**config.mk**
```make
export PLATFORM = sky130hd
export DESIGN_NAME = multicycle_control_fsm_flat
export DESIGN_NICKNAME = d
export VERILOG_FILES = /design/src/rtl/rv_ctrl_pkg.sv /design/src/rtl/multicycle_control_fsm_if.sv /design/src/rtl/mem_wait_timer.sv /design/src/rtl/multicycle_control_fsm.sv /design/src/flat_wrapper.sv
export SDC_FILE = /design/constraint.sdc
export NUM_CORES = 1
export LEC_CHECK = 0
export ABC_AREA = 1
export BUFFER_PORTS_ARGS = -buffer_cell sky130_fd_sc_hd__buf_2
export CORE_UTILIZATION = 50
export CTS_BUF_LIST = sky130_fd_sc_hd__clkbuf_4
export DETAILED_ROUTE_END_ITERATION = 8
export PLACE_DENSITY = 0.77
export SLEW_MARGIN = 20
export SYNTH_ARGS = -nofsm -noshare
export SYNTH_HDL_FRONTEND = slang
export SYNTH_HIERARCHICAL = 1
export SYNTH_SLANG_ARGS = --single-unit
```
**constraint.sdc**
```tcl
create_clock -name clk -period 2 [get_ports clk]
set_clock_uncertainty 0.15 [all_clocks]
set_input_delay 0.3 -clock clk [delete_from_list [all_inputs] [get_ports clk]]
set_output_delay 0.3 -clock clk [all_outputs]
set_load 0.03 [all_outputs]
```
**src/rtl/rv_ctrl_pkg.sv**
```systemverilog
// Shared encodings for the RV32I multi-cycle control sequencer:
// opcodes, datapath mux selects, ALU operations, trap causes and FSM states.
package rv_ctrl_pkg;

    localparam logic [6:0] OP_R      = 7'b0110011;
    localparam logic [6:0] OP_I      = 7'b0010011;
    localparam logic [6:0] OP_LOAD   = 7'b0000011;
    localparam logic [6:0] OP_STORE  = 7'b0100011;
    localparam logic [6:0] OP_BRANCH = 7'b1100011;
    localparam logic [6:0] OP_JAL    = 7'b1101111;
    localparam logic [6:0] OP_JALR   = 7'b1100111;
    localparam logic [6:0] OP_LUI    = 7'b0110111;
    localparam logic [6:0] OP_AUIPC  = 7'b0010111;

    localparam logic [3:0] ALUOP_ADD   = 4'b0000;
    localparam logic [3:0] ALUOP_AUIPC = 4'b0001;
    localparam logic [3:0] ALUOP_BRCMP = 4'b0010;
    localparam logic [3:0] ALUOP_IFN   = 4'b0011;
    localparam logic [3:0] ALUOP_LUI   = 4'b0101;
    localparam logic [3:0] ALUOP_RFN   = 4'b0111;

    localparam logic [1:0] WB_ALUOUT = 2'b00;
    localparam logic [1:0] WB_MDR    = 2'b01;
    localparam logic [1:0] WB_PC     = 2'b10;

    localparam logic [1:0] SRCA_PC    = 2'b00;
    localparam logic [1:0] SRCA_OLDPC = 2'b01;
    localparam logic [1:0] SRCA_RS1   = 2'b10;
    localparam logic [1:0] SRCA_ZERO  = 2'b11;

    localparam logic [1:0] SRCB_RS2  = 2'b00;
    localparam logic [1:0] SRCB_FOUR = 2'b01;
    localparam logic [1:0] SRCB_IMM  = 2'b10;

    localparam logic [1:0] PCSRC_ALU    = 2'b00;
    localparam logic [1:0] PCSRC_ALUOUT = 2'b01;
    localparam logic [1:0] PCSRC_JALR   = 2'b10;

    localparam logic [1:0] CAUSE_NONE    = 2'b00;
    localparam logic [1:0] CAUSE_ILLEGAL = 2'b01;
    localparam logic [1:0] CAUSE_TIMEOUT = 2'b10;

    typedef enum logic [3:0] {
        S_FETCH      = 4'd0,
        S_DECODE     = 4'd1,
        S_EXEC_R     = 4'd2,
        S_EXEC_I     = 4'd3,
        S_ADDR       = 4'd4,
        S_MEM_RD     = 4'd5,
        S_MEM_WR     = 4'd6,
        S_WB_MEM     = 4'd7,
        S_WB_ALU     = 4'd8,
        S_EXEC_B     = 4'd9,
        S_EXEC_J     = 4'd10,
        S_EXEC_JR    = 4'd11,
        S_EXEC_LUI   = 4'd12,
        S_EXEC_AUIPC = 4'd13,
        S_TRAP       = 4'd14
    } state_e;

    // States that stall on the shared memory port and are guarded by the timer.
    function automatic logic is_mem_wait(input state_e st);
        return (st == S_FETCH) || (st == S_MEM_RD) || (st == S_MEM_WR);
    endfunction

endpackage

```
**src/rtl/multicycle_control_fsm_if.sv**
```systemverilog
// Control bundle between the multi-cycle sequencer (master) and the datapath/memory (slave).
interface multicycle_control_fsm_if #(parameter int CNT_W = 32);

    logic [6:0]       opcode;
    logic             br_cond;
    logic             mem_ready;
    logic             pc_write;
    logic             ir_write;
    logic             iord;
    logic             memread;
    logic             memwrite;
    logic             regwrite;
    logic [1:0]       wb_sel;
    logic [1:0]       alusrc_a;
    logic [1:0]       alusrc_b;
    logic [3:0]       aluop;
    logic [1:0]       pc_src;
    logic             trap;
    logic [1:0]       trap_cause;
    logic [CNT_W-1:0] instret;

    modport master (
        input  opcode, br_cond, mem_ready,
        output pc_write, ir_write, iord, memread, memwrite, regwrite,
               wb_sel, alusrc_a, alusrc_b, aluop, pc_src,
               trap, trap_cause, instret
    );

    modport slave (
        output opcode, br_cond, mem_ready,
        input  pc_write, ir_write, iord, memread, memwrite, regwrite,
               wb_sel, alusrc_a, alusrc_b, aluop, pc_src,
               trap, trap_cause, instret
    );

endinterface

```
**src/rtl/mem_wait_timer.sv**
```systemverilog
// Counts stalled memory cycles; expired flags the last allowed cycle of a wait.
module mem_wait_timer #(
    parameter int LIMIT = 16
) (
    input  logic clk,
    input  logic reset,
    input  logic clear,
    input  logic enable,
    output logic expired
);

    localparam int CW = (LIMIT > 1) ? $clog2(LIMIT) : 1;
    localparam logic [CW-1:0] LAST = CW'(LIMIT - 1);

    logic [CW-1:0] count_r;

    // Wait-cycle counter, saturating at the last allowed cycle.
    always_ff @(posedge clk) begin
        if (reset) begin
            count_r <= {CW{1'b0}};
        end else if (clear) begin
            count_r <= {CW{1'b0}};
        end else if (enable && (count_r != LAST)) begin
            count_r <= count_r + CW'(1);
        end else begin
            count_r <= count_r;
        end
    end

    assign expired = (count_r == LAST);

endmodule

```
**src/rtl/multicycle_control_fsm.sv**
```systemverilog
// Multi-cycle RV32I control sequencer: Moore strobes per state, memory handshake
// with timeout trap, illegal-opcode trap and retired-instruction counter.
module multicycle_control_fsm
    import rv_ctrl_pkg::*;
#(
    parameter int MEM_TIMEOUT = 16,
    parameter int CNT_W       = 32
) (
    input  logic                     clk,
    input  logic                     reset,
    multicycle_control_fsm_if.master bus
);

    state_e           state_r, state_next_s;
    logic [1:0]       cause_r, cause_next_s;
    logic [CNT_W-1:0] instret_r;
    logic             retire_s;
    logic             wait_s;
    logic             clear_s;
    logic             expired_s;

    assign wait_s  = is_mem_wait(state_r) && !bus.mem_ready;
    assign clear_s = (state_next_s != state_r);

    mem_wait_timer #(.LIMIT(MEM_TIMEOUT)) u_timer (
        .clk     (clk),
        .reset   (reset),
        .clear   (clear_s),
        .enable  (wait_s),
        .expired (expired_s)
    );

    // State, trap cause and retired-instruction counter.
    always_ff @(posedge clk) begin
        if (reset) begin
            state_r   <= S_FETCH;
            cause_r   <= CAUSE_NONE;
            instret_r <= {CNT_W{1'b0}};
        end else begin
            state_r   <= state_next_s;
            cause_r   <= cause_next_s;
            instret_r <= retire_s ? (instret_r + CNT_W'(1)) : instret_r;
        end
    end

    // Next-state decode and per-state strobes; reset forces every strobe low.
    always_comb begin
        state_next_s  = state_r;
        cause_next_s  = cause_r;
        retire_s      = 1'b0;
        bus.pc_write  = 1'b0;
        bus.ir_write  = 1'b0;
        bus.iord      = 1'b0;
        bus.memread   = 1'b0;
        bus.memwrite  = 1'b0;
        bus.regwrite  = 1'b0;
        bus.wb_sel    = WB_ALUOUT;
        bus.alusrc_a  = SRCA_PC;
        bus.alusrc_b  = SRCB_RS2;
        bus.aluop     = ALUOP_ADD;
        bus.pc_src    = PCSRC_ALU;
        bus.trap      = 1'b0;
        if (reset) begin
            state_next_s = S_FETCH;
            cause_next_s = CAUSE_NONE;
        end else begin
            case (state_r)
                S_FETCH: begin
                    bus.memread  = 1'b1;
                    bus.alusrc_b = SRCB_FOUR;
                    if (bus.mem_ready) begin
                        bus.ir_write = 1'b1;
                        bus.pc_write = 1'b1;
                        state_next_s = S_DECODE;
                    end else if (expired_s) begin
                        state_next_s = S_TRAP;
                        cause_next_s = CAUSE_TIMEOUT;
                    end else begin
                        state_next_s = S_FETCH;
                    end
                end
                S_DECODE: begin
                    bus.alusrc_a = SRCA_OLDPC;
                    bus.alusrc_b = SRCB_IMM;
                    case (bus.opcode)
                        OP_R:      state_next_s = S_EXEC_R;
                        OP_I:      state_next_s = S_EXEC_I;
                        OP_LOAD:   state_next_s = S_ADDR;
                        OP_STORE:  state_next_s = S_ADDR;
                        OP_BRANCH: state_next_s = S_EXEC_B;
                        OP_JAL:    state_next_s = S_EXEC_J;
                        OP_JALR:   state_next_s = S_EXEC_JR;
                        OP_LUI:    state_next_s = S_EXEC_LUI;
                        OP_AUIPC:  state_next_s = S_EXEC_AUIPC;
                        default: begin
                            state_next_s = S_TRAP;
                            cause_next_s = CAUSE_ILLEGAL;
                        end
                    endcase
                end
                S_EXEC_R: begin
                    bus.alusrc_a = SRCA_RS1;
                    bus.aluop    = ALUOP_RFN;
                    state_next_s = S_WB_ALU;
                end
                S_EXEC_I: begin
                    bus.alusrc_a = SRCA_RS1;
                    bus.alusrc_b = SRCB_IMM;
                    bus.aluop    = ALUOP_IFN;
                    state_next_s = S_WB_ALU;
                end
                S_EXEC_LUI: begin
                    bus.alusrc_a = SRCA_ZERO;
                    bus.alusrc_b = SRCB_IMM;
                    bus.aluop    = ALUOP_LUI;
                    state_next_s = S_WB_ALU;
                end
                S_EXEC_AUIPC: begin
                    bus.alusrc_a = SRCA_OLDPC;
                    bus.alusrc_b = SRCB_IMM;
                    bus.aluop    = ALUOP_AUIPC;
                    state_next_s = S_WB_ALU;
                end
                S_WB_ALU: begin
                    bus.regwrite = 1'b1;
                    retire_s     = 1'b1;
                    state_next_s = S_FETCH;
                end
                S_ADDR: begin
                    bus.alusrc_a = SRCA_RS1;
                    bus.alusrc_b = SRCB_IMM;
                    state_next_s = bus.opcode[5] ? S_MEM_WR : S_MEM_RD;
                end
                S_MEM_RD: begin
                    bus.memread = 1'b1;
                    bus.iord    = 1'b1;
                    if (bus.mem_ready) begin
                        state_next_s = S_WB_MEM;
                    end else if (expired_s) begin
                        state_next_s = S_TRAP;
                        cause_next_s = CAUSE_TIMEOUT;
                    end else begin
                        state_next_s = S_MEM_RD;
                    end
                end
                S_MEM_WR: begin
                    bus.memwrite = 1'b1;
                    bus.iord     = 1'b1;
                    if (bus.mem_ready) begin
                        retire_s     = 1'b1;
                        state_next_s = S_FETCH;
                    end else if (expired_s) begin
                        state_next_s = S_TRAP;
                        cause_next_s = CAUSE_TIMEOUT;
                    end else begin
                        state_next_s = S_MEM_WR;
                    end
                end
                S_WB_MEM: begin
                    bus.regwrite = 1'b1;
                    bus.wb_sel   = WB_MDR;
                    retire_s     = 1'b1;
                    state_next_s = S_FETCH;
                end
                S_EXEC_B: begin
                    bus.alusrc_a = SRCA_RS1;
                    bus.aluop    = ALUOP_BRCMP;
                    bus.pc_src   = PCSRC_ALUOUT;
                    bus.pc_write = bus.br_cond;
                    retire_s     = 1'b1;
                    state_next_s = S_FETCH;
                end
                S_EXEC_J: begin
                    bus.regwrite = 1'b1;
                    bus.wb_sel   = WB_PC;
                    bus.pc_write = 1'b1;
                    bus.pc_src   = PCSRC_ALUOUT;
                    retire_s     = 1'b1;
                    state_next_s = S_FETCH;
                end
                S_EXEC_JR: begin
                    bus.alusrc_a = SRCA_RS1;
                    bus.alusrc_b = SRCB_IMM;
                    bus.regwrite = 1'b1;
                    bus.wb_sel   = WB_PC;
                    bus.pc_write = 1'b1;
                    bus.pc_src   = PCSRC_JALR;
                    retire_s     = 1'b1;
                    state_next_s = S_FETCH;
                end
                S_TRAP: begin
                    bus.trap     = 1'b1;
                    state_next_s = S_TRAP;
                end
                default: begin
                    state_next_s = S_TRAP;
                    cause_next_s = CAUSE_ILLEGAL;
                end
            endcase
        end
    end

    assign bus.trap_cause = cause_r;
    assign bus.instret    = instret_r;

endmodule

```
**src/flat_wrapper.sv**
```systemverilog
// flat-port wrapper written by rule: the top's interface ports become plain ports
module multicycle_control_fsm_flat import rv_ctrl_pkg::*;
#(
    parameter int MEM_TIMEOUT = 16,
    parameter int CNT_W       = 32
)
  (clk, reset, bus_opcode, bus_br_cond, bus_mem_ready, bus_pc_write, bus_ir_write, bus_iord, bus_memread, bus_memwrite, bus_regwrite, bus_wb_sel, bus_alusrc_a, bus_alusrc_b, bus_aluop, bus_pc_src, bus_trap, bus_trap_cause, bus_instret);
  multicycle_control_fsm_if #(.CNT_W(CNT_W)) bus_i ();
  input  logic clk;
  input  logic reset;
  input wire logic [$bits(bus_i.opcode)-1:0] bus_opcode;
  input wire logic [$bits(bus_i.br_cond)-1:0] bus_br_cond;
  input wire logic [$bits(bus_i.mem_ready)-1:0] bus_mem_ready;
  output wire logic [$bits(bus_i.pc_write)-1:0] bus_pc_write;
  output wire logic [$bits(bus_i.ir_write)-1:0] bus_ir_write;
  output wire logic [$bits(bus_i.iord)-1:0] bus_iord;
  output wire logic [$bits(bus_i.memread)-1:0] bus_memread;
  output wire logic [$bits(bus_i.memwrite)-1:0] bus_memwrite;
  output wire logic [$bits(bus_i.regwrite)-1:0] bus_regwrite;
  output wire logic [$bits(bus_i.wb_sel)-1:0] bus_wb_sel;
  output wire logic [$bits(bus_i.alusrc_a)-1:0] bus_alusrc_a;
  output wire logic [$bits(bus_i.alusrc_b)-1:0] bus_alusrc_b;
  output wire logic [$bits(bus_i.aluop)-1:0] bus_aluop;
  output wire logic [$bits(bus_i.pc_src)-1:0] bus_pc_src;
  output wire logic [$bits(bus_i.trap)-1:0] bus_trap;
  output wire logic [$bits(bus_i.trap_cause)-1:0] bus_trap_cause;
  output wire logic [$bits(bus_i.instret)-1:0] bus_instret;
  assign bus_i.opcode = bus_opcode;
  assign bus_i.br_cond = bus_br_cond;
  assign bus_i.mem_ready = bus_mem_ready;
  assign bus_pc_write = bus_i.pc_write;
  assign bus_ir_write = bus_i.ir_write;
  assign bus_iord = bus_i.iord;
  assign bus_memread = bus_i.memread;
  assign bus_memwrite = bus_i.memwrite;
  assign bus_regwrite = bus_i.regwrite;
  assign bus_wb_sel = bus_i.wb_sel;
  assign bus_alusrc_a = bus_i.alusrc_a;
  assign bus_alusrc_b = bus_i.alusrc_b;
  assign bus_aluop = bus_i.aluop;
  assign bus_pc_src = bus_i.pc_src;
  assign bus_trap = bus_i.trap;
  assign bus_trap_cause = bus_i.trap_cause;
  assign bus_instret = bus_i.instret;
  multicycle_control_fsm #(.MEM_TIMEOUT(MEM_TIMEOUT), .CNT_W(CNT_W)) u_core (.clk(clk), .reset(reset), .bus(bus_i));
endmodule
```
# After elaboration in Yosys (flattened, before gate mapping)
# Cells that the tools add are included.
# classes
eq_ne,29
bitwise,1
add_sub_neg,2
muxes,41
n_reduce_logical,22
# op_table
cell,count
"adder 32 x 1 -> 32 bit, second input constant",1
"equality test 4 bit, second input constant",8
2-to-1 mux 4 bit,8
one-hot mux 4 bit (8 select lines),1
one-hot mux 4 bit (7 select lines),1
"equality test 7 x 6 -> 1 bit, second input constant",3
"equality test 7 bit, second input constant",3
"equality test 4 x 3 -> 1 bit, second input constant",4
2-to-1 mux 2 bit,8
2-to-1 mux 1 bit,15
one-hot mux 3 bit (5 select lines),1
"equality test 7 x 5 -> 1 bit, second input constant",2
OR reduction 2 bit,7
one-hot mux 2 bit (2 select lines),3
one-hot mux 2 bit (3 select lines),2
OR reduction 11 bit,1
OR reduction 5 bit,2
OR reduction 9 bit,1
"equality test 4 x 2 -> 1 bit, second input constant",2
OR reduction 4 bit,2
"equality test 7 x 2 -> 1 bit, second input constant",1
OR reduction 6 bit,1
"adder 4 x 1 -> 4 bit, second input constant",1
"equality test 4 x 1 -> 1 bit, second input constant",1
other kinds (13),16
# totals
register_bits,42
out_inout_bits,53

# Logic depth before layout (Yosys ltp)
# Gate-level depths: netlist of the first run.
# logic_depth
depth_word,7
mapped_depth,17
ltp_nobuf,17

# By module
# Netlist of the first run, hierarchy kept.
# modules_own_cells
mod,n_inst,area_per_inst_um2,seq_area_each_um2,cells_each
multicycle_control_fsm,1,2728.9,760.7,463
mem_wait_timer,1,200.2,80.1,29

# Worst setup path before layout of the first run
# OpenSTA, ideal clock, no wires.
# synth_path
kind,input -> output
from,in reset
to,out bus_pc_src[0]
path_buffers,2
stages,5
t_arrival_ns,1.713
t_required_ns,1.550
setup_slack_ns,-0.163
path_cell_list,clkbuf_1 > inv_1 > clkbuf_1 > nand2_1 > nor3_1
# synth_between
elab_chain_len,1
# synth_lines
item,line_no,text
"start, declared",flat_wrapper.sv:10,input logic reset;
2-to-1 mux 2 bit,multicycle_control_fsm.sv:63,if (reset) begin
"end, declared",flat_wrapper.sv:24,output wire logic [$bits(bus_i.pc_src)-1:0] bus_pc_src;
# No other way between the ends.

# Worst setup path after layout of the first run
# layout_path
from,reg u_core.state_r[3]
to,out bus_alusrc_a[1]
# layout_between
elab_chain_len,4
# layout_lines
item,line_no,text
"start, declared",multicycle_control_fsm.sv:14,"state_e state_r, state_next_s;"
"start signal, assigned",multicycle_control_fsm.sv:40,state_r <= state_next_s;
equality test 4 x 2 -> 1 bit (tied with other cells),multicycle_control_fsm.sv:67,case (state_r)
OR reduction 5 bit (no source line) / OR reduction 2 bit (equally long branches),-,
one-hot mux 2 bit (3 select lines) *,multicycle_control_fsm.sv:67,
2-to-1 mux 2 bit *,multicycle_control_fsm.sv:63,
"end, declared",flat_wrapper.sv:21,output wire logic [$bits(bus_i.alusrc_a)-1:0] bus_alusrc_a;
# Every way passes the cells marked *; elsewhere a longest branch is shown, timed or not.

==> impl_metrics.py, run 1 <==
metrics = {
    "status": {
        "status": "complete, but fails checks",
        "violations": "setup timing",
    },
    "sta": {
        "finalCritPeriodShare_pct": 109,
        "tns_ps": -1430,
        "final_hold_viol_count": 0,
        "max_freq_mhz": 458,
        "timing.final.max_slew_violations": 0,
        "finalWorstSetupSlack_ps": -182,
        "whs_ps": 253,
        "rsz0062_at_grt": "true",
        "final.min_clock_period_ps": 2180,
        "setup_viol": 19,
    },
    "critical_path": {
        "r2r_cells": 14,
        "critPathLaunch": "u_core/state_r[3]$_SDFF_PP0_",
        "r2r_start": "u_core/state_r[3]$_SDFF_PP0_",
        "cp-endpoint": "bus_alusrc_a[1]",
        "worstPathArrival_ps": 1730,
        "cp-start-kind": "register",
        "ff2ff_setup_slack_ps": -80,
        "path_class": "reg2out",
        "reg2reg_to": "u_core/u_timer/count_r[1]$_SDFFE_PP0P_",
        "end_kind": "primary output",
        "critPathRequiredTime_ps": 1550,
        "critPathMaxFanout": 4,
    },
    "grt": {
        "grt_max_degree": 30,
        "grt.total_usage_pct": 29.5,
        "grt_pass1_wl_um": 14500,
        "antenna_found_initial": 0,
        "gr-total-overflow": 0,
        "grt_pass1_vias": 3279,
    },
    "place": {
        "gp_congestion": 0.976,
        "placed_area_um2": 3560,
        "dpl_worst_slack_ps": -192,
        "place.port_buffers": 62,
        "hpwl_um": 6210,
    },
    "pwr": {
        "power.share.switching_pct": 44.8,
        "power_uw": 3240,
        "p_comb_share_pct": 54.7,
        "power.share.clock_pct": 14.3,
        "switchingPower_uw": 1450,
        "p_per_area_nw_per_um2": 797,
        "p_int_uw": 1790,
        "irDropWorstVdd_uv": 528,
        "leakagePower_uw": 0.00184,
        "p_seq_share_pct": 31.0,
    },
    "routing": {
        "drtPass1Iterations": 5,
        "wl_per_cell_um": 14.3,
        "wirelength_um": 9660,
        "drc": 0,
        "ant_nets": 0,
        "avgViaCountPerCell": 5.40,
        "first_iter_violations": 310,
        "vias": 3648,
    },
    "cells_and_area": {
        "fin_area_um2": 4060,
        "antennaDiodeCount": 0,
        "area_growth_syn_to_layout_pct": 38.6,
        "finalNetCount": 616,
        "drive_above_1_share_pct": 33.4,
    },
    "logic_synthesis": {
        "synth.net_count": 505,
        "yosysTopAreaCellShare_pct": 28.7,
        "ys_ff_latch": 42,
        "async_flop_share_pct": 0,
        "syn_area_per_cell_um2": 5.95,
        "yosysTopAreaCell": "dfxtp_1",
        "yosys_warnings": 6,
        "synth-edff-count": 0,
        "yosysSeqAreaShare_pct": 28.7,
        "synth_cells": 492,
        "synth.most_common_cell": "nand2_1",
        "netlist_area_um2": 2930,
        "synth_area_leaders": "dfxtp_1 (29%), nand2_1 (20%), nor2_1 (9.4%)",
        "ys_types": 33,
        "yosys_most_used_dff": "dfxtp_1",
        "synthTopCellsByCount": "nand2_1 (156), nor2_1 (73), inv_1 (51), dfxtp_1 (42), a21oi_1 (39)",
    },
    "clock_tree": {
        "htree_levels": 2,
        "cts_num_sinks": 42,
        "clk_latency_ps": 370,
        "numCtsBuffers": 5,
        "root_buffer": "clkbuf_4",
        "cts_tree": "built",
        "clock_path_buffers": 2,
        "clk_pin_slew_ps": 130,
    },
    "job": {
        "maxCapViolCount": 0,
    },
    "floorplan": {
        "core-area_um2": 5570,
        "die_h_um": 78.5,
        "io_pins": 64,
        "die_w_um": 78.5,
        "die_area_um2": 6170,
        "initial_core_util_pct": 52.5,
        "rows": 27,
    },
    "worst_hold_path": {
        "hold_path.class": "in2reg",
    },
}
[layer usage]
metal  global-route usage (%)  part of all wire [%]
met2                     50.9                    49
met3                     5.47                   6.8
met5                        0                     0
met1                     35.2                    41
met4                     13.7                   3.0
[how the worst min path moves through the flow]
stage                                          start                                     end  cells past startpoint
4_1_cts                                        reset            u_core/state_r[0]$_SDFF_PP0_                      4
3_3_place_gp   u_core/bus.trap_cause[0]$_SDFFE_PP0P_   u_core/bus.trap_cause[0]$_SDFFE_PP0P_                      2
5_1_grt                                        reset            u_core/state_r[0]$_SDFF_PP0_                      4
6_report                                       reset            u_core/state_r[0]$_SDFF_PP0_                      4
2_1_floorplan                                  reset  u_core/u_timer/count_r[3]$_SDFFE_PP0P_                      3
3_5_place_dp   u_core/bus.trap_cause[1]$_SDFFE_PP0P_   u_core/bus.trap_cause[1]$_SDFFE_PP0P_                      2
[sequential cells by signal, summed over array words and instances, names as in the netlist]
register and cells:
u_core/bus.instret 32, u_core/u_timer/count_r 4, u_core/bus.trap_cause 2, u_core/state_r 4
[cell type report]
class                   count  area, um2
clock inverters             3       23.8
inverters                  57        229
multi-input cells         380       2000
repair buffers            117        818
fillers                   476       1510
well taps                  72       90.1
clock buffers               5       37.5
flip-flops and latches     42        860
[critical path, cell delays in order, from the launching register on]
cell     delay (ps)
dfxtp_4         420
inv_4            50
buf_6           120
nor2_4          130
inv_2            80
nor2_4          100
nor2_2           50
a31oi_1         230
buf_4           200
[layout by cell type (no fill, tap or decap), types with 14 or more instances in the layout]
cell type,instances
a21oi_1,35
buf_2,45
buf_4,58
buf_6,14
dfxtp_1,35
inv_1,42
nand2_1,144
nand2_2,14
nand3_1,21
nor2_1,60
nor3_1,16
[power by group through the flow]
| stage | logic, uW | registers (uW) | clock network [uW] |
|---|---|---|---|
| finish | 1770 | 1000 | 462 |
| global route | 1880 | 1010 | 507 |
| CTS | 1450 | 982 | 473 |
| detailed placement | 1250 | 971 | 0 |
| global placement | 1240 | 968 | 0 |
| floorplan | 762 | 995 | 0 |
[what timing repair did]
action,4_1_cts,5_1_grt
hold endpoints to repair,0,0
gates resized for setup,58,64
buffers inserted,7,8
endpoints found under the setup margin,21,37
hold buffers,0,0
pin swaps,10,24
gates cloned,0,0
[stage by stage]
stage / utilization [%] / std cells
2_1_floorplan: - / 492
3_3_place_gp: 63.8 / 653
3_5_place_dp: 63.8 / 653
4_1_cts: 68.4 / 668
5_1_grt: 72.8 / 676
6_report: 72.8 / 676
[cells by family (layout without fill, tap and decap cells)]
family | count (synthesis) | in the layout | synth area share (%)
AND/OR/NAND/NOR | 297 | 297 | 43.4
buffers and inverters | 70 | 182 | 10.0
other | 1 | 1 | 0.128
AO/OA/AOI/OAI | 59 | 59 | 10.6
adder cells (fa/ha/maj) | 2 | 2 | 0.854
XOR/XNOR | 21 | 21 | 6.28
flip-flops | 42 | 42 | 28.7
(Power assumes the default switching activity.)
==> run 2: changes to the inputs <==
==> constraint.sdc (replaced) <==
create_clock -name clk -period 2 [get_ports clk]
set_clock_uncertainty 0.15 [all_clocks]
set_input_delay 0.3 -clock clk [delete_from_list [all_inputs] [get_ports clk]]
set_output_delay 0.3 -clock clk [all_outputs]
set_load 0.005 [all_outputs]
==> run 2 against run 1 <==
Net effect:
- the run still ends with setup timing left
- register-to-register slack improved by 50 ps
- die area did not move
- utilization fell by 3.7 points
- global-route usage fell by 2.3 points
- sequential share of layout area rose by 1.0 points
- maximum frequency rose by 7.0%
- largest power group unchanged
- count of clock-buffer cells in the layout did not move
- critical endpoint is now bus_pc_write
- sequential power barely moved
- critical path depth fell by 1
- wire length fell by 11%
- total power fell by 14%
- cell count fell by 1.3%
- highest routed layer unchanged
==> impl_metrics.py, run 2 (same netlist as run 1, synthesis figures left out) <==
metrics = {
    "sta": {
        "max_freq_mhz": 490,
        "rsz0062_at_grt": "true",
        "whs_ps": 244,
        "final_hold_viol_count": 0,
        "finalCritPeriodShare_pct": 102,
        "setup_viol": 6,
        "timing.final.max_slew_violations": 0,
        "final.min_clock_period_ps": 2040,
        "tns_ps": -140,
        "finalWorstSetupSlack_ps": -39.4,
    },
    "routing": {
        "drc": 0,
        "vias": 3498,
        "ant_nets": 0,
        "drtPass1Iterations": 4,
        "wl_per_cell_um": 12.9,
        "first_iter_violations": 243,
        "avgViaCountPerCell": 5.24,
        "wirelength_um": 8620,
    },
    "critical_path": {
        "path_class": "reg2out",
        "critPathRequiredTime_ps": 1550,
        "reg2reg_to": "u_core/u_timer/count_r[1]$_SDFFE_PP0P_",
        "end_kind": "primary output",
        "cp-start-kind": "register",
        "ff2ff_setup_slack_ps": -30,
        "r2r_start": "u_core/u_timer/count_r[0]$_SDFFE_PP0P_",
        "critPathMaxFanout": 5,
        "worstPathArrival_ps": 1590,
        "r2r_cells": 17,
    },
    "pwr": {
        "leakagePower_uw": 0.00178,
        "p_per_area_nw_per_um2": 721,
        "irDropWorstVdd_uv": 508,
    },
    "place": {
        "placed_area_um2": 3540,
        "gp_congestion": 0.939,
        "hpwl_um": 6300,
        "place.port_buffers": 62,
    },
    "floorplan": {
        "io_pins": 64,
        "die_h_um": 78.5,
        "core-area_um2": 5570,
        "die_area_um2": 6170,
        "die_w_um": 78.5,
        "rows": 27,
        "initial_core_util_pct": 52.5,
    },
    "clock_tree": {
        "clk_pin_slew_ps": 130,
        "root_buffer": "clkbuf_4",
        "htree_levels": 2,
        "numCtsBuffers": 5,
        "clk_latency_ps": 350,
        "cts_tree": "built",
        "clock_path_buffers": 2,
        "hold_buffers": 0,
        "cts_num_sinks": 42,
    },
    "grt": {
        "grt_pass1_wl_um": 13400,
        "grt.total_usage_pct": 27.3,
        "grt_max_degree": 27,
        "antenna_found_initial": 0,
        "grt_pass1_vias": 3006,
        "gr-total-overflow": 0,
    },
    "cells_and_area": {
        "final_common_cell": "nand2_1",
        "final_util_pct": 69.1,
        "antennaDiodeCount": 0,
        "largest_reg_flops": 32,
        "finalNetCount": 608,
        "area_growth_syn_to_layout_pct": 31.6,
        "fin_area_um2": 3850,
        "mostFrequentLayoutCells": "nand2_1 (145), buf_2 (62), nor2_1 (62)",
        "drive_above_1_share_pct": 31.1,
        "fillers": 515,
    },
    "worst_hold_path": {
        "holdPathStages": 3,
        "hold_path.class": "in2reg",
        "min-delay-start": "reset",
        "hold_path_end": "u_core/bus.instret[7]$_SDFFE_PP0P_",
    },
    "status": {
        "status": "complete, but fails checks",
        "violations": "setup timing",
    },
    "job": {
        "maxCapViolCount": 0,
    },
}
==> run 2: layer usage <==
metal  global-route usage [%]  vias to the layer above  part of all wire, %
li1                         -                     1755                    -
met1                     35.0                     1596                   43
met2                     46.1                      135                   49
met3                     4.19                       12                  6.7
met4                     9.44                        0                  1.5
met5                        0                        -                    0
==> run 2: area by class of cell <==
type / instances / area (um2) / area share, %
clock buffers: 5 / 37.5 / 0.974
clock inverters: 2 / 10.0 / 0.260
inverters: 57 / 216 / 5.62
multi-input cells: 380 / 1970 / 51.1
flip-flops and latches: 42 / 856 / 22.2
well taps: 72 / 90.1 / 2.34
repair buffers: 109 / 674 / 17.5
==> run 2: where the power goes <==
group	leakage, uW	switching (uW)	internal, uW
sequential	0.000343	76.1	904
clock	0.0000308	283	127
combinational	0.00141	777	611
==> run 2: how the worst max path moves through the flow <==
| stage | start | end | cells past startpoint |
|---|---|---|---|
| after floorplan | u_core/u_timer/count_r[0]$_SDFFE_PP0P_ | u_core/u_timer/count_r[0]$_SDFFE_PP0P_ | 17 |
| after global placement | u_core/state_r[1]$_SDFF_PP0_ | u_core/u_timer/count_r[1]$_SDFFE_PP0P_ | 14 |
| after detailed placement | u_core/state_r[1]$_SDFF_PP0_ | u_core/u_timer/count_r[2]$_SDFFE_PP0P_ | 14 |
| after CTS | u_core/state_r[1]$_SDFF_PP0_ | bus_pc_write | 7 |
| after global routing | u_core/u_timer/count_r[1]$_SDFFE_PP0P_ | u_core/u_timer/count_r[0]$_SDFFE_PP0P_ | 16 |
| final | u_core/state_r[1]$_SDFF_PP0_ | bus_pc_write | 7 |
==> run 2: what timing repair did <==
action | in CTS | in global routing
pin swaps | 5 | 14
buffers inserted | 6 | 2
setup endpoints to repair | 16 | 35
resized for setup | 27 | 43
==> run 2: through the flow <==
| stage | cells | total power, uW | worst slack (ps) |
|---|---|---|---|
| after floorplan | 492 | 1610 | 68.8 |
| after global placement | 652 | 2060 | -59.2 |
| after detailed placement | 652 | 2070 | -115 |
| after CTS | 665 | 2610 | -8.22 |
| after global routing | 667 | 2960 | -198 |
| final | 667 | 2780 | -39.4 |
==> run 2: critical path: stages, from the launching register on <==
cell and delay (ps):
dfxtp_4 390, nor2_2 150, nand2_2 100, inv_1 100, nand2_1 90, buf_4 150
a31oi_1 130, buf_2 130
==> run 3: changes to the inputs <==
--- a/config.mk
+++ b/config.mk
@@ -5,12 +5,11 @@
 export SDC_FILE = /design/constraint.sdc
 export NUM_CORES = 1
 export LEC_CHECK = 0
-export ABC_AREA = 1
 export BUFFER_PORTS_ARGS = -buffer_cell sky130_fd_sc_hd__buf_2
 export CORE_UTILIZATION = 50
 export CTS_BUF_LIST = sky130_fd_sc_hd__clkbuf_4
 export DETAILED_ROUTE_END_ITERATION = 8
-export PLACE_DENSITY = 0.77
+export PLACE_DENSITY = 0.78
 export SLEW_MARGIN = 20
 export SYNTH_ARGS = -nofsm -noshare
 export SYNTH_HDL_FRONTEND = slang
==> run 3 against run 2 <==
Net effect:
- the run still ends with setup timing left
- sequential cell count is the same
- cell count shrank 15%
- clock power grew 9.0%
- hold slack lost 29 ps
- global-route usage grew 1.4 points
- maximum frequency shrank 9.4%
- sequential share of layout area shrank 2.6 points
- first-iteration DRC count grew 58%
- register-to-register slack lost 220 ps
- sequential power shrank 3.0%
- critical path type is now reg2reg
- critical endpoint is now u_core/bus.instret[30]$_SDFFE_PP0P_
- highest routed layer unchanged
==> impl_metrics.py, run 3 <==
metrics = {
    "status": {
        "status": "complete, but fails checks",
        "violations": "setup timing",
    },
    "floorplan": {
        "die_w_um": 75.3,
        "initial_core_util_pct": 52.3,
        "die_h_um": 75.3,
        "die_area_um2": 5670,
        "io_pins": 64,
        "core-area_um2": 5140,
        "rows": 26,
    },
    "clock_tree": {
        "cts_num_sinks": 42,
        "htree_levels": 2,
        "clk_latency_ps": 370,
        "clk_pin_slew_ps": 150,
        "clock_path_buffers": 2,
        "numCtsBuffers": 5,
        "cts_tree": "built",
        "root_buffer": "clkbuf_4",
    },
    "cells_and_area": {
        "finalNetCount": 510,
        "area_growth_syn_to_layout_pct": 65.2,
        "final_common_cell": "buf_4",
        "mostFrequentLayoutCells": "buf_4 (79), buf_2 (60), nor2_1 (32)",
        "stdcell_count": 568,
        "antennaDiodeCount": 0,
        "drive_above_1_share_pct": 54.6,
        "largest_reg_flops": 32,
    },
    "routing": {
        "first_iter_violations": 384,
        "drtPass1Iterations": 5,
        "drc": 0,
        "wl_met3_um": 903,
        "met2WireLength_um": 5300,
        "wirelength_um": 11000,
        "avgViaCountPerCell": 6.26,
        "m1WireLength_um": 4350,
        "routed.top_layer": "met4",
        "ant_nets": 0,
        "vias": 3555,
        "wl_per_cell_um": 19.4,
    },
    "logic_synthesis": {
        "syn_area_per_cell_um2": 7.61,
        "synth-edff-count": 0,
        "synth.net_count": 366,
        "synth_area_leaders": "dfxtp_1 (31%), nor2_1 (5.3%), a21oi_1 (4.7%)",
        "yosysTopAreaCellShare_pct": 31.3,
        "ys_types": 60,
        "synthTopCellsByCount": "dfxtp_1 (42), nor2_1 (38), nand2_1 (28), a21oi_1 (25), clkbuf_1 (19)",
        "synth_cells": 353,
        "yosys_most_used_dff": "dfxtp_1",
        "async_flop_share_pct": 0,
        "ys_ff_latch": 42,
        "yosys_warnings": 6,
        "synth.most_common_cell": "dfxtp_1",
        "netlist_area_um2": 2690,
        "yosysSeqAreaShare_pct": 31.3,
        "yosysTopAreaCell": "dfxtp_1",
    },
    "place": {
        "dpl.cell_count": 532,
        "gp_congestion": 0.899,
        "hpwl_um": 5640,
        "place.port_buffers": 62,
    },
    "worst_hold_path": {
        "holdPathStages": 3,
        "hold_path_end": "u_core/bus.instret[12]$_SDFFE_PP0P_",
        "hold_path.class": "in2reg",
        "min-delay-start": "reset",
    },
    "pwr": {
        "irDropWorstVdd_uv": 399,
        "p_per_area_nw_per_um2": 661,
        "leakagePower_uw": 0.00184,
    },
    "critical_path": {
        "path_class": "reg2reg",
        "cp_common_cell": "nand4_4",
        "critPathMaxFanout": 7,
        "reg2reg_to": "u_core/bus.instret[30]$_SDFFE_PP0P_",
        "cp_slowest_cell": "or4_1",
        "worstPathArrival_ps": 2390,
        "critPathRequiredTime_ps": 2140,
        "r2r_cells": 6,
        "cp-start-kind": "register",
        "end_kind": "register",
        "path_cells": "nand4_4 -> nor4b_4 -> nand4_4 -> clkbuf_16 -> or4_1 -> a21oi_1",
        "ff2ff_setup_slack_ps": -250,
        "slowest_delay_ps": 510,
        "r2r_start": "u_core/bus.instret[3]$_SDFFE_PP0P_",
    },
    "sta": {
        "final.min_clock_period_ps": 2250,
        "whs_ps": 215,
        "max_freq_mhz": 444,
        "rsz0062_at_grt": "true",
        "finalCritPeriodShare_pct": 113,
        "timing.final.max_slew_violations": 0,
        "setup_viol": 28,
        "final_hold_viol_count": 0,
        "finalWorstSetupSlack_ps": -252,
    },
    "grt": {
        "grt_pass1_wl_um": 12500,
        "gr-total-overflow": 0,
        "grt_pass1_vias": 2814,
        "grt_max_degree": 30,
        "antenna_found_initial": 0,
        "grt.total_usage_pct": 28.7,
    },
    "job": {
        "maxCapViolCount": 0,
    },
}
run 3: changes by cell type after synthesis, sizes merged, moves of 7 or more:
cell / change
a21oi: -15
clkbuf: +13
inv: -43
nand2: -135
nand3: -14
nand4: +14
nor2: -39
nor2b: +7
nor3: -7
o31ai: +13
or4: +15
run 3: how the worst max path moves through the flow:
stage / from / end / depth (start not counted)
floorplan: u_core/state_r[2]$_SDFF_PP0_ / u_core/u_timer/count_r[3]$_SDFFE_PP0P_ / 9
global placement: u_core/state_r[2]$_SDFF_PP0_ / u_core/u_timer/count_r[3]$_SDFFE_PP0P_ / 9
detailed placement: u_core/state_r[2]$_SDFF_PP0_ / u_core/u_timer/count_r[1]$_SDFFE_PP0P_ / 7
CTS: u_core/state_r[0]$_SDFF_PP0_ / bus_pc_write / 8
global route: u_core/bus.instret[7]$_SDFFE_PP0P_ / u_core/bus.instret[30]$_SDFFE_PP0P_ / 6
finish: u_core/bus.instret[3]$_SDFFE_PP0P_ / u_core/bus.instret[30]$_SDFFE_PP0P_ / 6
run 3: cell families after synthesis:
kind of cell    after synthesis  share of synthesized area, %
fa+ha+maj                     3                          1.30
compound gates               83                          20.2
buf+inv                      38                          5.73
xor+xnor                     18                          5.87
other cells                   1                         0.140
flops                        42                          31.3
mux                           3                          1.16
simple gates                165                          34.3
run 3: cell type report:
class | instances | area [um2]
timing repair buffer | 162 | 1230
clock buffer | 5 | 37.5
clock inverter | 3 | 16.3
multi-input combinational | 273 | 2140
inverter | 13 | 55.1
fill | 267 | 703
sequential | 42 | 870
tap | 70 | 87.6
run 3: where the power goes:
part / leakage (uW) / switching [uW] / internal, uW
Clock: 0.0000286 / 315 / 131
Sequential: 0.000348 / 61.6 / 890
Combinational: 0.00146 / 798 / 738
run 3: per-stage QoR:
step | cell area [um2] | TNS, ps | total power, uW | setup WS [ps] | utilization, %
6_report | 4440 | -2300 | 2930 | -252 | 86.3
5_1_grt | 4440 | -4290 | 3050 | -300 | 86.3
4_1_cts | 3900 | -1040 | 2600 | -88.2 | 75.9
3_5_place_dp | 3600 | -1700 | 1950 | -208 | 70.1
3_3_place_gp | 3600 | -893 | 1940 | -153 | 70.1
2_1_floorplan | 2770 | -15.2 | 1550 | -13.8 | -
run 3: layer usage:
layer  vias up  track usage [%]
li1       1580                -
met1      1679             36.9
met2       241             49.9
met3        55             4.37
met4         0             8.64
met5         -                0
run 3: critical path, delay by kind of cell, from the launching register on:
family | cells | cell delay, ps
AND/OR/NAND/NOR | 4 | 1160
flip-flops | 1 | 400
AO/OA/AOI/OAI | 1 | 240
buffers and inverters | 1 | 210
run 3: repair_timing:
item | 4_1_cts | 5_1_grt
hold buffers | 0 | 0
pin swaps | 16 | 40
resized for setup | 49 | 78
endpoints found under the setup margin | 34 | 34
buffers inserted | 11 | 12
cloned | 0 | 5
